[config.mk]
export PLATFORM = sky130hd
export DESIGN_NAME = configs_loader_flat
export DESIGN_NICKNAME = d
export VERILOG_FILES = /design/src/rtl/configs_loader_if.sv /design/src/rtl/configs_loader.sv /design/src/flat_wrapper.sv
export SDC_FILE = /design/constraint.sdc
export NUM_CORES = 1
export LEC_CHECK = 0
export CELL_PAD_IN_SITES_DETAIL_PLACEMENT = 1
export CELL_PAD_IN_SITES_GLOBAL_PLACEMENT = 2
export CORE_MARGIN = 2
export CORE_UTILIZATION = 27
export CTS_BUF_LIST = sky130_fd_sc_hd__clkbuf_16
export CTS_CLUSTER_SIZE = 20
export DETAILED_ROUTE_END_ITERATION = 6
export PLACE_DENSITY = 0.77
export SETUP_SLACK_MARGIN = 0.5
export SYNTH_ARGS = -nofsm -noshare
export SYNTH_HDL_FRONTEND = slang
export SYNTH_SLANG_ARGS = --single-unit
[constraint.sdc]
create_clock -name clk -period 2.1 [get_ports clk]
set_input_delay 0.42 -clock clk [delete_from_list [all_inputs] [get_ports clk]]
set_output_delay 0.42 -clock clk [all_outputs]
set_load 0.01 [all_outputs]
[src/rtl/configs_loader_if.sv]
// Handshake and latch-bank bus between the configuration source, the loader and the latch bank.
interface configs_loader_if #(
    parameter int WORD_WIDTH = 32,
    parameter int NUM_WORDS  = 41
);
    logic                  io_start;
    logic                  io_cfg_valid;
    logic                  io_cfg_ready;
    logic [WORD_WIDTH-1:0] io_cfg_bits;
    logic [WORD_WIDTH-1:0] io_d_out;
    logic [NUM_WORDS-1:0]  io_configs_en;
    logic                  io_busy;
    logic                  io_done;
    logic                  io_ok;

    modport master (
        output io_start, io_cfg_valid, io_cfg_bits,
        input  io_cfg_ready, io_d_out, io_configs_en, io_busy, io_done, io_ok
    );

    modport slave (
        input  io_start, io_cfg_valid, io_cfg_bits,
        output io_cfg_ready, io_d_out, io_configs_en, io_busy, io_done, io_ok
    );
endinterface

[src/rtl/configs_loader.sv]
// Streams configuration words into the latch bank one slice at a time and checks a trailing XOR checksum.
//
// state  | meaning
// IDLE   | waiting for io_start after reset
// WAIT   | ready for the next data word or the checksum word
// STROBE | enable bit <count> high, d_out carries the word
// HOLD   | enables low, d_out held while the latch closes
// DONE   | load finished, io_ok reports the checksum result
module configs_loader #(
    parameter int WORD_WIDTH = 32,
    parameter int NUM_WORDS  = 41
) (
    input  logic             clk,
    input  logic             reset,
    configs_loader_if.slave  cfg
);
    localparam int CW = $clog2(NUM_WORDS + 1);
    localparam logic [CW-1:0]        LAST_COUNT = CW'(NUM_WORDS);
    localparam logic [NUM_WORDS-1:0] EN_ONE     = NUM_WORDS'(1);

    localparam logic [2:0] S_IDLE   = 3'd0;
    localparam logic [2:0] S_WAIT   = 3'd1;
    localparam logic [2:0] S_STROBE = 3'd2;
    localparam logic [2:0] S_HOLD   = 3'd3;
    localparam logic [2:0] S_DONE   = 3'd4;

    logic [2:0]            state;
    logic [WORD_WIDTH-1:0] d_reg;
    logic [CW-1:0]         count;
    logic [WORD_WIDTH-1:0] csum;
    logic                  done;
    logic                  ok;

    always_ff @(posedge clk) begin
        if (reset) begin
            state <= S_IDLE;
            d_reg <= '0;
            count <= '0;
            csum  <= '0;
            done  <= 1'b0;
            ok    <= 1'b0;
        end else begin
            case (state)
                S_IDLE, S_DONE: begin
                    if (cfg.io_start) begin
                        state <= S_WAIT;
                        count <= '0;
                        csum  <= '0;
                        done  <= 1'b0;
                        ok    <= 1'b0;
                    end
                end
                S_WAIT: begin
                    if (cfg.io_cfg_valid) begin
                        if (count < LAST_COUNT) begin
                            d_reg <= cfg.io_cfg_bits;
                            csum  <= csum ^ cfg.io_cfg_bits;
                            state <= S_STROBE;
                        end else begin
                            // trailing checksum word; d_reg keeps the last data word
                            ok    <= (csum == cfg.io_cfg_bits);
                            done  <= 1'b1;
                            state <= S_DONE;
                        end
                    end
                end
                S_STROBE: state <= S_HOLD;
                S_HOLD: begin
                    count <= count + CW'(1);
                    state <= S_WAIT;
                end
                default: state <= S_IDLE;
            endcase
        end
    end

    always_comb begin
        cfg.io_cfg_ready  = (state == S_WAIT);
        cfg.io_busy       = (state == S_WAIT) || (state == S_STROBE) || (state == S_HOLD);
        cfg.io_configs_en = (state == S_STROBE) ? (EN_ONE << count) : '0;
        cfg.io_d_out      = d_reg;
        cfg.io_done       = done;
        cfg.io_ok         = ok;
    end
endmodule

[src/flat_wrapper.sv]
// flat-port wrapper written by rule: the top's interface ports become plain ports
module configs_loader_flat 
#(
    parameter int WORD_WIDTH = 32,
    parameter int NUM_WORDS  = 41
)
  (clk, reset, cfg_io_start, cfg_io_cfg_valid, cfg_io_cfg_bits, cfg_io_cfg_ready, cfg_io_d_out, cfg_io_configs_en, cfg_io_busy, cfg_io_done, cfg_io_ok);
  configs_loader_if #(.WORD_WIDTH(WORD_WIDTH), .NUM_WORDS(NUM_WORDS)) cfg_i ();
  input  logic clk;
  input  logic reset;
  input wire logic [$bits(cfg_i.io_start)-1:0] cfg_io_start;
  input wire logic [$bits(cfg_i.io_cfg_valid)-1:0] cfg_io_cfg_valid;
  input wire logic [$bits(cfg_i.io_cfg_bits)-1:0] cfg_io_cfg_bits;
  output wire logic [$bits(cfg_i.io_cfg_ready)-1:0] cfg_io_cfg_ready;
  output wire logic [$bits(cfg_i.io_d_out)-1:0] cfg_io_d_out;
  output wire logic [$bits(cfg_i.io_configs_en)-1:0] cfg_io_configs_en;
  output wire logic [$bits(cfg_i.io_busy)-1:0] cfg_io_busy;
  output wire logic [$bits(cfg_i.io_done)-1:0] cfg_io_done;
  output wire logic [$bits(cfg_i.io_ok)-1:0] cfg_io_ok;
  assign cfg_i.io_start = cfg_io_start;
  assign cfg_i.io_cfg_valid = cfg_io_cfg_valid;
  assign cfg_i.io_cfg_bits = cfg_io_cfg_bits;
  assign cfg_io_cfg_ready = cfg_i.io_cfg_ready;
  assign cfg_io_d_out = cfg_i.io_d_out;
  assign cfg_io_configs_en = cfg_i.io_configs_en;
  assign cfg_io_busy = cfg_i.io_busy;
  assign cfg_io_done = cfg_i.io_done;
  assign cfg_io_ok = cfg_i.io_ok;
  configs_loader #(.WORD_WIDTH(WORD_WIDTH), .NUM_WORDS(NUM_WORDS)) u_core (.clk(clk), .reset(reset), .cfg(cfg_i));
endmodule
==> key figures <==
Setup path
  – CP startpoint kind: flip-flop
  – WP buf/inv: 4
  – Critical Path RT: 2.38 ns
  – Crit path max fanout: 5
  – WP data arrival: 2.30 ns
  – Worst flop-to-flop path endpoint: u_core.csum[7]$_SDFFE_PP0P_
  – Crit path depth: 8
  – Crit path capture type: flip-flop
  – WS Path Type: flip-flop to flip-flop
  – Slowest CP cell: dfxtp_4
  – FF-to-FF setup slack: 0.08 ns
  – CP endpoint: u_core.csum[7]$_SDFFE_PP0P_
  – Critical path, cell by cell: buf_6 -> or2b_1 -> buf_6 -> o31ai_4 -> nor2b_4 -> buf_12 -> buf_12 -> a211o_1
  – CP max stage delay: around 0.37 ns
  – Worst reg-to-reg path cell count: 8
  – Critical path's top delay family: simple AND/OR/NAND/NOR gates
  – Reg2reg start: u_core.state[2]$_SDFFE_PP0P_
  – Worst Setup SP: u_core.state[2]$_SDFFE_PP0P_

Layout
  – Layout cells sized above 1: 0.528
  – Design area: 7710 sq um
  – FF+latch area: between 1500 and 2000 sq um
  – Antenna cells: 0
  – Filler cells: ~1,500
  – Area of the multi-input gates: 3410 sq um
  – Most common cell after layout, fill and taps aside: dfxtp_1
  – Final net count: ~730
  – Commonest non-fill, non-tap cells in the layout: dfxtp_1, buf_6, a21oi_2, dlygate4sd2_1, nand2_1
  – Syn-to-layout area delta: 97.0%

Clock tree
  – Clk slew on worst S/H paths: 0.06 ns
  – CTS max path bufs: 2
  – Insertion delay to the later sink of the worst-skew pair: ~0.34 ns
  – Sink Count: 75
  – H-tree Lvls: 3
  – Hold buffer count at CTS: 0
  – CTS tree: built
  – Cts bufs inserted: 9
  – CTS Root Cell: clkbuf_16

Routing
  – DR WL/cell: 22.3 um
  – Via Count: 4,490
  – Residual DRC: 0
  – Vias/cell: about 5.2
  – Initial DRT Pass Iterations: 4
  – Drt total wl: approximately 19,000 um
  – 1st-iter DRT viols: 185
  – ANT nets after route: 0

Synth
  – Mapped Cells: 489
  – Ys async rst share: 0
  – Yosys reg bits: 75
  – Post-Syn Area: 3910 sq um
  – Synthesized Nets: 532
  – EDFF count, synth: 0
  – Mean area per synthesized cell: 8.00 sq um
  – Post-synthesis sequential area ratio: 0.384
  – Synth warn: 0
  – Top_reg_cell synth: dfxtp_1
  – Netlist cell types: 46

Power and ir drop
  – Final Power: roughly 0.004 W
  – Max rail drop VDD: 0.000312 V
  – Power Dens Cells: 524 nW/um^2
  – Leakage Power: 3.33 nW

Place
  – Total placed instance area: 5420 sq um
  – RePlAce Congestion: a little under 0.8
  – # port buffers: 112
  – Post-DP HPWL: 9560 um
  – Place WS: -0.0725 ns

STA
  – RSZ-0062 raised after global routing: yes
  – Hold Vio Cnt, Final: 0
  – Max-Slew Margin vs Limit: 0.648
  – Period utilisation layout: 0.961
  – Max frequency: 495 MHz
  – Slew @ Worst Pin: 0.528 ns
  – Clk_skew: 0.00948 ns
  – Max Slew Vio Count: 0
  – Final setup vio count: 0
  – Minimum clock period: 2.02 ns
  – Final WS setup: 0.0817 ns

Floorplanning
  – Chip Width: 124 um
  – Die footprint: between 15,000 and 20,000 sq um
  – DIE HEIGHT: 124 um
  – I/O Pins: 113
  – Effective utilization at floorplan: 0.279
  – Core area: 14,000 sq um
  – # rows: 43

Global route
  – Largest net degree at the start of global routing: 30
  – Vias in the first global route: 4,744
  – Global Route Usage Sum: 0.216
  – GRT Residual Overflow: 0
  – Initial antenna violation count: 0
  – Global-route wire length before repair: roughly 27,000 um

Status
  – Outcome: complete, no violations

Flow run
  – Max Cap Viol: 0

Hold path
  – Hold WC Path Type: flip-flop to flip-flop
  – Hold Startpoint: u_core.cfg.io_d_out[28]$_SDFFE_PP0P_
==> what timing repair did <==
action | CTS | global route
setup buffers | 40 | 12
pin swaps | 59 | 70
gates cloned | 15 | 1
gates resized for setup | 400 | 161
setup endpoints to repair | 149 | 112
==> worst min-delay path by stage <==
stage	end	slack, ns	depth (start not counted)
finish	u_core.cfg.io_d_out[28]$_SDFFE_PP0P_	0.46	2
global route	u_core.cfg.io_d_out[27]$_SDFFE_PP0P_	0.47	2
CTS	u_core.cfg.io_d_out[2]$_SDFFE_PP0P_	0.45	2
detailed placement	u_core.cfg.io_d_out[20]$_SDFFE_PP0P_	0.45	2
global placement	u_core.cfg.io_d_out[8]$_SDFFE_PP0P_	0.44	2
floorplan	u_core.csum[12]$_SDFFE_PP0P_	0.44	1
==> cells in the mapped netlist (all sizes together) (5+ instances only) <==
cell type / n / area, sq um
o21ai: 7 / 35.0
nor2: 64 / 248
nand3: 6 / 35.0
nor3: 8 / 40.0
buf: 16 / 106
xor2: 13 / 114
a211o: 18 / 158
nand2b: 21 / 131
nor3b: 37 / 283
and3: 9 / 56.3
nand2: 83 / 312
a21o: 8 / 60.1
nor2b: 6 / 45.0
xnor2: 12 / 105
ha: 7 / 87.6
nand4: 5 / 31.3
a21oi: 54 / 282
clkbuf: 11 / 41.3
dfxtp: 75 / 1500
==> layout make-up <==
cell class                      count  share of cell area
Clock inverter                      5             0.00260
Sequential cell                    75               0.198
Multi-Input combinational cell    386               0.442
Inverter                            3             0.00211
Timing Repair Buffer              207               0.293
Clock buffer                       10              0.0325
Tap cell                          180              0.0292
==> report_power, final <==
group          switching [W]  leakage (nW)  internal (W)
logic               0.000516          2.57      0.000522
registers          0.0000560         0.614       0.00148
clock network       0.000619         0.141      0.000848
total                0.00119          3.33       0.00285
==> kinds of logic (layout without fill, tap and decap cells) <==
family | count (synthesis) | count (layout) | synth area share
XOR/XNOR | 25 | 25 | 0.0560
AO/OA/AOI/OAI | 96 | 96 | 0.158
AND/OR/NAND/NOR | 254 | 256 | 0.334
flip-flops | 75 | 75 | 0.384
adder cells (fa/ha/maj) | 7 | 7 | 0.0224
buffers and inverters | 30 | 225 | 0.0406
multiplexers | 2 | 2 | 0.00576
==> tightest hold or removal path: cells and delay by family, from the launching register on <==
family / cells / cell delay, ns
AOI/OAI and AO/OA: 1 / 0.04
DFF: 1 / 0.31
and+or+nand+nor: 1 / 0.06
==> routing by layer <==
| layer | part of all wire | vias up | routed length [um] | track usage |
|---|---|---|---|---|
| li1 | - | 2076 | - | - |
| met5 | 0 | - | 0 | 0 |
| met3 | 0.035 | 26 | 670 | 0.0455 |
| met4 | 0.019 | 0 | 363 | 0.0549 |
| met1 | 0.40 | 2275 | 7810 | 0.260 |
| met2 | 0.54 | 113 | 10500 | 0.390 |
==> state kept, by name, summed over array words and instances, names as in the netlist <==
register / count
u_core.cfg.io_d_out: 32
u_core.cfg.io_done: 1
u_core.cfg.io_ok: 1
u_core.count: 6
u_core.csum: 32
u_core.state: 3
==> stage by stage <==
step	hold WS, ns	utilization	instances	setup TNS, ns
2_1_floorplan	0.444	-	489	0
3_3_place_gp	0.445	0.386	783	-0.109
3_5_place_dp	0.452	0.386	783	-0.279
4_1_cts	0.455	0.492	853	0
5_1_grt	0.472	0.549	866	0
6_report	0.460	0.549	866	0
Note: power is estimated with default switching activity, not from simulation.
